==> config.mk <==
export PLATFORM = sky130hd
export DESIGN_NAME = pipelined_cla_adder
export DESIGN_NICKNAME = d
export VERILOG_FILES = /design/src/rtl/cla_pkg.sv /design/src/rtl/cla_block_4.sv /design/src/rtl/pipelined_cla_adder.sv
export SDC_FILE = /design/constraint.sdc
export NUM_CORES = 1
export LEC_CHECK = 0
export BUFFER_PORTS_ARGS = -buffer_cell sky130_fd_sc_hd__buf_2
export CAP_MARGIN = 20
export CORE_MARGIN = 4
export CORE_UTILIZATION = 52
export DETAILED_ROUTE_END_ITERATION = 6
export PLACE_DENSITY_LB_ADDON = 0.05
export SKIP_CTS_REPAIR_TIMING = 1
export SLEW_MARGIN = 0
export SYNTH_ARGS = -nofsm -noshare
export SYNTH_HDL_FRONTEND = slang
export SYNTH_SLANG_ARGS = --single-unit
==> constraint.sdc <==
create_clock -name clk -period 2.6 [get_ports clk]
set_input_delay 0.52 -clock clk [delete_from_list [all_inputs] [get_ports clk]]
set_output_delay 0.52 -clock clk [all_outputs]
set_load 0.05 [all_outputs]
==> src/rtl/cla_pkg.sv <==
// Shared types and helpers for the pipelined carry-lookahead adder.
// Imported by the adder top and its 4-bit lookahead block.
package cla_pkg;

  localparam int GROUP_W = 4;

  typedef struct packed {
    logic c;
    logic v;
    logic n;
    logic z;
  } flags_t;

  typedef struct packed {
    logic valid;
    logic cy;
  } stage_ctl_t;

  function automatic bit cla_legal(
    input int width,
    input int stages
  );
    bit ok_s;
    ok_s = (stages == 1) || (stages == 2) ||
           (stages == 4) || (stages == 8);
    return ok_s && (width > 0) &&
           ((width % (GROUP_W * stages)) == 0);
  endfunction

endpackage

==> src/rtl/cla_block_4.sv <==
// 4-bit lookahead carry unit: per-bit carries plus
// group propagate/generate for the next lookahead level.
module cla_block_4
  import cla_pkg::*;
(
  input  logic [GROUP_W-1:0] p,
  input  logic [GROUP_W-1:0] g,
  input  logic               cin,
  output logic [GROUP_W-1:0] carry,
  output logic               p_out,
  output logic               g_out
);

  assign carry[0] = cin;
  assign carry[1] = g[0] | (p[0] & cin);
  assign carry[2] = g[1] | (p[1] & g[0]) |
                    (p[1] & p[0] & cin);
  assign carry[3] = g[2] | (p[2] & g[1]) |
                    (p[2] & p[1] & g[0]) |
                    (p[2] & p[1] & p[0] & cin);

  assign p_out = &p;
  assign g_out = g[3] | (p[3] & g[2]) |
                 (p[3] & p[2] & g[1]) |
                 (p[3] & p[2] & p[1] & g[0]);

endmodule

==> src/rtl/pipelined_cla_adder.sv <==
// WIDTH-bit adder/subtractor, one lookahead slice per stage,
// slice carry registered between stages, full-pipeline stall.
module pipelined_cla_adder
  import cla_pkg::*;
#(
  parameter int WIDTH  = 32,
  parameter int STAGES = 4
) (
  input  logic             clk,
  input  logic             rst_n,
  input  logic             in_valid,
  output logic             in_ready,
  input  logic [WIDTH-1:0] a,
  input  logic [WIDTH-1:0] b,
  input  logic             c_in,
  input  logic             sub,
  output logic             out_valid,
  input  logic             out_ready,
  output logic [WIDTH-1:0] sum,
  output logic             flag_c,
  output logic             flag_v,
  output logic             flag_n,
  output logic             flag_z
);

  localparam int SW = WIDTH / STAGES;
  localparam int NG = SW / GROUP_W;

  typedef struct packed {
    stage_ctl_t       ctl;
    logic [WIDTH-1:0] sum;
    logic [WIDTH-1:0] a;
    logic [WIDTH-1:0] b;
  } stage_t;

  if (!cla_legal(WIDTH, STAGES)) begin : g_bad_cfg
    $error("pipelined_cla_adder: illegal WIDTH/STAGES");
  end

  logic             stall;
  logic [WIDTH-1:0] b_x;
  logic             cin0;
  logic [WIDTH-1:0] slice_sum;
  logic [STAGES-1:0] slice_co;
  logic             c_msb;
  stage_t           st_d [STAGES];
  stage_t           st_q [STAGES];
  flags_t           flags_d;
  flags_t           flags_q;

  assign stall    = st_q[STAGES-1].ctl.valid && !out_ready;
  assign in_ready = !stall;
  assign b_x      = b ^ {WIDTH{sub}};
  assign cin0     = sub | c_in;

  for (genvar k = 0; k < STAGES; k++) begin : g_slice
    logic [SW-1:0] sa;
    logic [SW-1:0] sb;
    logic [SW-1:0] pv;
    logic [SW-1:0] gv;
    logic [SW-1:0] cv;
    logic [NG-1:0] gp;
    logic [NG-1:0] gg;
    logic [NG:0]   gc;
    logic          ci;

    if (k == 0) begin : g_src
      assign sa = a[SW-1:0];
      assign sb = b_x[SW-1:0];
      assign ci = cin0;
    end else begin : g_src
      assign sa = st_q[k-1].a[k*SW +: SW];
      assign sb = st_q[k-1].b[k*SW +: SW];
      assign ci = st_q[k-1].ctl.cy;
    end

    assign pv = sa ^ sb;
    assign gv = sa & sb;

    for (genvar j = 0; j < NG; j++) begin : g_grp
      cla_block_4 u_blk (
        .p    (pv[j*GROUP_W +: GROUP_W]),
        .g    (gv[j*GROUP_W +: GROUP_W]),
        .cin  (gc[j]),
        .carry(cv[j*GROUP_W +: GROUP_W]),
        .p_out(gp[j]),
        .g_out(gg[j])
      );
    end

    // Flat second level: gc[NG] is G_slice | (P_slice & ci)
    always_comb begin : lookahead
      logic term;
      term  = 1'b0;
      gc    = '0;
      gc[0] = ci;
      for (int j = 1; j <= NG; j++) begin
        term = ci;
        for (int i = 0; i < j; i++) term = term & gp[i];
        gc[j] = term;
        for (int i = 0; i < j; i++) begin
          term = gg[i];
          for (int m = i + 1; m < j; m++) term = term & gp[m];
          gc[j] = gc[j] | term;
        end
      end
    end

    assign slice_sum[k*SW +: SW] = pv ^ cv;
    assign slice_co[k] = gc[NG];

    if (k == STAGES - 1) begin : g_msb
      assign c_msb = cv[SW-1];
    end
  end

  always_comb begin
    st_d[0]           = '0;
    st_d[0].ctl.valid = in_valid;
    st_d[0].ctl.cy    = slice_co[0];
    st_d[0].a         = a;
    st_d[0].b         = b_x;
    st_d[0].sum[SW-1:0] = slice_sum[SW-1:0];
    for (int k = 1; k < STAGES; k++) begin
      st_d[k]        = st_q[k-1];
      st_d[k].ctl.cy = slice_co[k];
      st_d[k].sum[k*SW +: SW] = slice_sum[k*SW +: SW];
    end
  end

  always_comb begin
    flags_d   = '0;
    flags_d.c = slice_co[STAGES-1];
    flags_d.v = c_msb ^ slice_co[STAGES-1];
    flags_d.n = st_d[STAGES-1].sum[WIDTH-1];
    flags_d.z = (st_d[STAGES-1].sum == '0);
  end

  always_ff @(posedge clk or negedge rst_n) begin
    if (!rst_n) begin
      for (int k = 0; k < STAGES; k++) st_q[k] <= '0;
      flags_q <= '0;
    end else if (!stall) begin
      st_q    <= st_d;
      flags_q <= flags_d;
    end
  end

  assign out_valid = st_q[STAGES-1].ctl.valid;
  assign sum       = st_q[STAGES-1].sum;
  assign flag_c    = flags_q.c;
  assign flag_v    = flags_q.v;
  assign flag_n    = flags_q.n;
  assign flag_z    = flags_q.z;

endmodule

Yosys cells after proc, flatten, opt, wreduce, memory -nomap -nowiden
Index checks and enable logic that the tools add are counted.
Widths: inputs -> output; s select.
- bits in registers: 283
- latch bits: 0
- bits in writable memories: 0
- memory bits (read-only): 0
- input port bits: 70
- output and inout port bits: 38
- word-level logic and storage cells: 256
- memories: 0
- add/sub/neg operators: 0
- multiply operators: 0
- divide/modulo/power cells: 0
- magnitude comparators: 0
- equal/unequal tests: 0
- shifts and indexed selects: 0
- mux-type cells: 0
- bitwise gates (word level): 223
- reduce and logical (&&, ||, !) cells: 12
- operators by type and width (kind ; number):
    $and 1x1->1 ; 124
    $or 1x1->1 ; 85
    $xor 8x8->8 ; 8
    $and 8x8->8 ; 4
    $logic_not 32->1 ; 1
    $reduce_and 4->1 ; 8
    $xor 32x32->32 ; 1
    $logic_not 1->1 ; 2
    $logic_and 1x1->1 ; 1
    $xor 1x1->1 ; 1

Longest topological paths before layout
- word-level depth: 10
- depth in mapped cells: 12
- mapped depth without buffers: 12

By module
Synthesis repeated with hierarchy kept, for this count alone.
- cell total of the unflattened synthesis: 924
- area, all modules: 8466.9 sq um
- by module, submodules not included (module ; instances ; cells each ; area each (sq um) ; sequential area each (sq um)):
    pipelined_cla_adder ; 1 ; 844 ; 7936.4 ; 4654.5
    cla_block_4 ; 8 ; 10 ; 66.3 ; 0.0

Worst setup path after synthesis
OpenSTA, ideal clock, no wires.
- path kind: input -> register
- from: input port sub
- to: register st_q (netlist bit st_d[265])
- setup time: 77 ps
- arrival: 2439 ps
- required time: 2523 ps
- slack: 84 ps
- stages: 10
- path buffers: 2
- cell sequence: buf_4 -> buf_2 -> xor2_1 -> ha_1 -> o21ai_1 -> a22oi_4 -> a21oi_1 -> fa_1 -> xor2_1 -> a21oi_1
- word-level cells in the longest chain between the ends: 10
- elaborated cells between the ends (all ways): 18
- those cells by class: bitwise (17); reduce/logical (1)
- ends and longest elaborated chain (element ; RTL line ; source):
    start, declared ; pipelined_cla_adder.sv:16 ; input logic sub,
    $xor 32x32->32 ; pipelined_cla_adder.sv:53 ; assign b_x = b ^ {WIDTH{sub}};
    $xor 8x8->8 / $and 8x8->8 (equally long branches) ; pipelined_cla_adder.sv:77, pipelined_cla_adder.sv:78 ;
    $and 1x1->1 (on tied branches) ; cla_block_4.sv:23, cla_block_4.sv:24, cla_block_4.sv:25 ;
    $or 1x1->1, or another cell as far along ; cla_block_4.sv:23 ; assign g_out = g[3] | (p[3] & g[2]) |
    $or 1x1->1 / $and 1x1->1 (equally long branches) ; cla_block_4.sv:23, cla_block_4.sv:25 ;
    $or 1x1->1 ; cla_block_4.sv:24 ; (p[3] & p[2] & g[1]) |
    $or 1x1->1 ; pipelined_cla_adder.sv:104 ; gc[j] = gc[j] | term;
    $and 1x1->1 ; cla_block_4.sv:15 ; assign carry[1] = g[0] | (p[0] & cin);
    $or 1x1->1 ; cla_block_4.sv:15 ;
    $xor 8x8->8 (*) ; pipelined_cla_adder.sv:109 ; assign slice_sum[k*SW +: SW] = pv ^ cv;
    end signal, assigned ; pipelined_cla_adder.sv:144 ; st_q <= st_d;
    end, declared ; pipelined_cla_adder.sv:47 ; stage_t st_q [STAGES];
Mark *: on every way between the ends. The rest lies on a longest branch, timed or not.
A chain may end at the register's enable or synchronous reset.

Worst setup path in the final report
- from: register st_q (netlist bit g_slice[3].sa[0])
- to: register flags_q (netlist bit flag_z)
- elaborated cells between the ends (all ways): 27
- those cells by class: bitwise (25); reduce/logical (2)
- RTL lines (element ; RTL line ; source):
    $xor 8x8->8 / $and 8x8->8 (equally long branches) ; pipelined_cla_adder.sv:77, pipelined_cla_adder.sv:78 ;
    $reduce_and 4->1 / $and 1x1->1 (equally long branches) ; cla_block_4.sv:22, cla_block_4.sv:25 ;
    $and 1x1->1 / $or 1x1->1 (equally long branches) ; pipelined_cla_adder.sv:99, cla_block_4.sv:24 ;
    $or 1x1->1 (*) ; pipelined_cla_adder.sv:104 ;
    $xor 8x8->8 (*) ; pipelined_cla_adder.sv:109 ;
    via slice_sum[28] ; pipelined_cla_adder.sv:43 ; logic [WIDTH-1:0] slice_sum;
    $logic_not 32->1 (*) ; pipelined_cla_adder.sv:136 ; flags_d.z = (st_d[STAGES-1].sum == '0);
    end signal, assigned ; pipelined_cla_adder.sv:145 ; flags_q <= flags_d;
    end, declared ; pipelined_cla_adder.sv:49 ; flags_t flags_q;
Mark *: on every way through the listed nets, which the timed path passes. The rest lies on a longest branch.

==> flow_metrics.env <==
export IMPL_status="completed"
export IMPL_ant_nets=0
export IMPL_regArea_um2=4650
export IMPL_portBuffers=107
export IMPL_ir_drop_mv=0.815
export IMPL_grt_first_pass_wirelength_um=28400
export IMPL_clock_latency_ns=0.43
export IMPL_startpoint_type="flop"
export IMPL_synth_largest_area_cell="dfrtp_1"
export IMPL_seq_area_frac_synth_pct=54.9
export IMPL_power_density_nw_per_um2=1310
export IMPL_placedCellCount=1207
export IMPL_dr_pass1_iters=4
export IMPL_layout_area_overhead_vs_synth_pct=16.3
export IMPL_r2r_worst_path_cells=12
export IMPL_tightest_slew_ns=0.527
export IMPL_slew_limit_headroom_pct=64.5
export IMPL_place_congestion=0.796
export IMPL_syn_cell_area_um2=8490
export IMPL_hpwlAfterDp_um=11800
export IMPL_synth_top_area_share_pct=54.9
export IMPL_syn_inst=917
export IMPL_clk_pin_slew_worst_paths_ns=0.07
export IMPL_synth_most_common_cell="nand2_1"
export IMPL_synth_edf_count=0
export IMPL_drive_gt1_share_pct=17.1
export IMPL_ys_ff_latch=186
export IMPL_path_class="reg -> reg"
export IMPL_clk_path_buf_depth=2
export IMPL_finClkSkew_ns=0.00956
export IMPL_regToRegStartpoint="g_slice[3].sa[0]"
export IMPL_hold_path_class="in -> async"
export IMPL_finalSetupViolCount=0
export IMPL_synth_top_cells_by_count="nand2_1 (407), dfrtp_1 (186), o21ai_0 (38), ha_1 (32), xnor2_1 (32)"
export IMPL_overflow=0
export IMPL_rows=46
export IMPL_crit_fanout=2
export IMPL_core_area_um2=15900
export IMPL_grt_pass1_vias=5675
export IMPL_p_leak_nw=5.02
export IMPL_hold_violations=0
export IMPL_start_util_pct=53.2
export IMPL_antenna_found_initial=0
export IMPL_track_usage_pct=19.3
export IMPL_cts_tree="built"
export IMPL_fmax_ghz=0.405
export IMPL_die_h_um=136
export IMPL_syn_num_nets=1027
export IMPL_yosys_warnings=0
export IMPL_async_flop_share_pct=100
export IMPL_clock_sinks=186
export IMPL_period_needed_ns=2.47
export IMPL_htreeDepth=4
export IMPL_arrival_ns=2.84
export IMPL_critPathLaunch="g_slice[3].sa[0]"
export IMPL_synth_main_ff_cell="dfrtp_1"
export IMPL_avgViaCountPerCell=4.88
export IMPL_ys_top_cells_by_area="dfrtp_1 (55%), nand2_1 (18%), ha_1 (4.7%), xnor2_1 (3.3%), xor2_1 (2.4%)"
export IMPL_r2r_end="flag_z"
export IMPL_drv_cap=0
export IMPL_dieArea_um2=18400
export IMPL_vias=6055
export IMPL_instances_no_fill=1240
export IMPL_post_drt_wl_per_cell_um=13.6
export IMPL_grt_setup_unrepaired="yes"
export IMPL_n_antenna_cell=0
export IMPL_pin_count=108
export IMPL_endpoint_kind="flop"
export IMPL_period_share_pct=95.1
export IMPL_fin_tns_setup_ns=0
export IMPL_fillers=1460
export IMPL_required_ns=2.97
export IMPL_grt_max_degree=83
export IMPL_totalWireLength_um=16900
export IMPL_endpoint="flag_z"
export IMPL_yosysUniqueCellTypes=46
export IMPL_whs_ns=0.0206
export IMPL_nets=1121
export IMPL_die_w_um=136
export IMPL_drv_slew=0
export IMPL_multi_input_area_um2=3600
export IMPL_drt_iter0_markers=322
export IMPL_r2r_setup_slack_ns=0.13
export IMPL_syn_area_per_cell_um2=9.25
export IMPL_drc=0
export IMPL_cts_root_buf="clkbuf_16"
export IMPL_numCtsBuffers=17
-- critical path, cell delays in order (launching register included) --
cell and delay [ns]:
dfrtp_1 0.41, ha_4 0.25, a211oi_2 0.23, nor2_2 0.07, o21ai_2 0.13, nand2b_1 0.09
fa_1 0.47, nor4_2 0.15, nand4_1 0.12, nor2_1 0.12, o2111ai_1 0.12, nor3_2 0.12
a22o_1 0.13
-- stage by stage --
| stage | setup WS, ns | utilization (%) | total power [mW] | instance area (µm²) |
|---|---|---|---|---|
| 2_1_floorplan | 0.0838 | - | 9.08 | 8490 |
| 3_3_place_gp | 0.0693 | 58.2 | 10.4 | 9270 |
| 3_5_place_dp | 0.0108 | 58.2 | 10.5 | 9270 |
| 4_1_cts | -0.00110 | 61.6 | 13.0 | 9830 |
| 5_1_grt | -0.0601 | 61.9 | 14.0 | 9870 |
| 6_report | 0.128 | 61.9 | 13.0 | 9870 |
-- state kept, by name, indices dropped and copies added, names as in the netlist --
name        flops
out_valid       1
flag_v          1
st_d           99
flag_c          1
g_slice.sb     24
flag_z          1
sum            32
g_slice.sa     24
g_slice.ci      3
-- final cells by class --
type | count | area share, %
flip-flops and latches | 186 | 47.2
repair buffers | 121 | 7.19
clock inverters | 13 | 1.14
clock buffers | 19 | 4.49
inverters | 20 | 0.786
well taps | 216 | 2.74
multi-input cells | 665 | 36.5
-- placed cells by master, fill, tap and decap left out, types with 2 or more instances in the layout --
master | Yosys | final
nor3_2 | 2 | 2
inv_6 | 0 | 2
buf_4 | 2 | 9
a2111oi_2 | 4 | 4
xnor2_1 | 32 | 32
xor2_1 | 23 | 23
nand2b_1 | 8 | 8
a21o_1 | 4 | 4
buf_2 | 13 | 106
o21ai_1 | 10 | 10
clkbuf_16 | 0 | 17
o21a_1 | 3 | 3
nor2_1 | 31 | 31
buf_12 | 0 | 5
clkinvlp_4 | 0 | 4
dfrtp_1 | 186 | 186
a21oi_1 | 28 | 28
clkinv_4 | 0 | 3
ha_4 | 0 | 2
a22oi_1 | 2 | 2
nor4_1 | 5 | 4
nand2_1 | 407 | 407
o21ai_2 | 2 | 2
inv_1 | 19 | 19
a31oi_2 | 2 | 2
ha_1 | 32 | 30
inv_8 | 0 | 3
fa_1 | 8 | 8
o21ai_0 | 38 | 38
nor3_1 | 4 | 4
-- worst min path at each step --
stage / slack (ns) / to
floorplan: 0.22 / flag_c
global placement: 0.45 / sum[15]
detailed placement: 0.45 / sum[1]
CTS: 0.02 / st_d[166]
global route: 0.03 / st_d[166]
finish: 0.02 / sum[3]
-- per-layer routing --
layer | part of all wire, % | vias to the layer above | global-route usage [%] | wire length [µm]
met1 | 51 | 2827 | 29.8 | 8570
met5 | 0 | - | 0 | 0
met4 | 1.0 | 0 | 4.70 | 175
met2 | 44 | 100 | 28.2 | 7530
met3 | 3.8 | 16 | 3.97 | 639
li1 | - | 3112 | - | -
-- cell families after synthesis --
kind of cell / after synthesis / share of synthesized area, %
xor+xnor: 55 / 5.68
flops: 186 / 54.9
mux: 1 / 0.118
simple gates: 465 / 21.6
compound gates: 104 / 7.95
fa+ha+maj: 40 / 6.61
buf+inv: 66 / 3.20
-- power breakdown --
part	switching (mW)	internal, mW
clock network	1.16	1.28
logic	3.56	1.94
registers	0.825	4.19
Power figures use the tool's default switching activity.
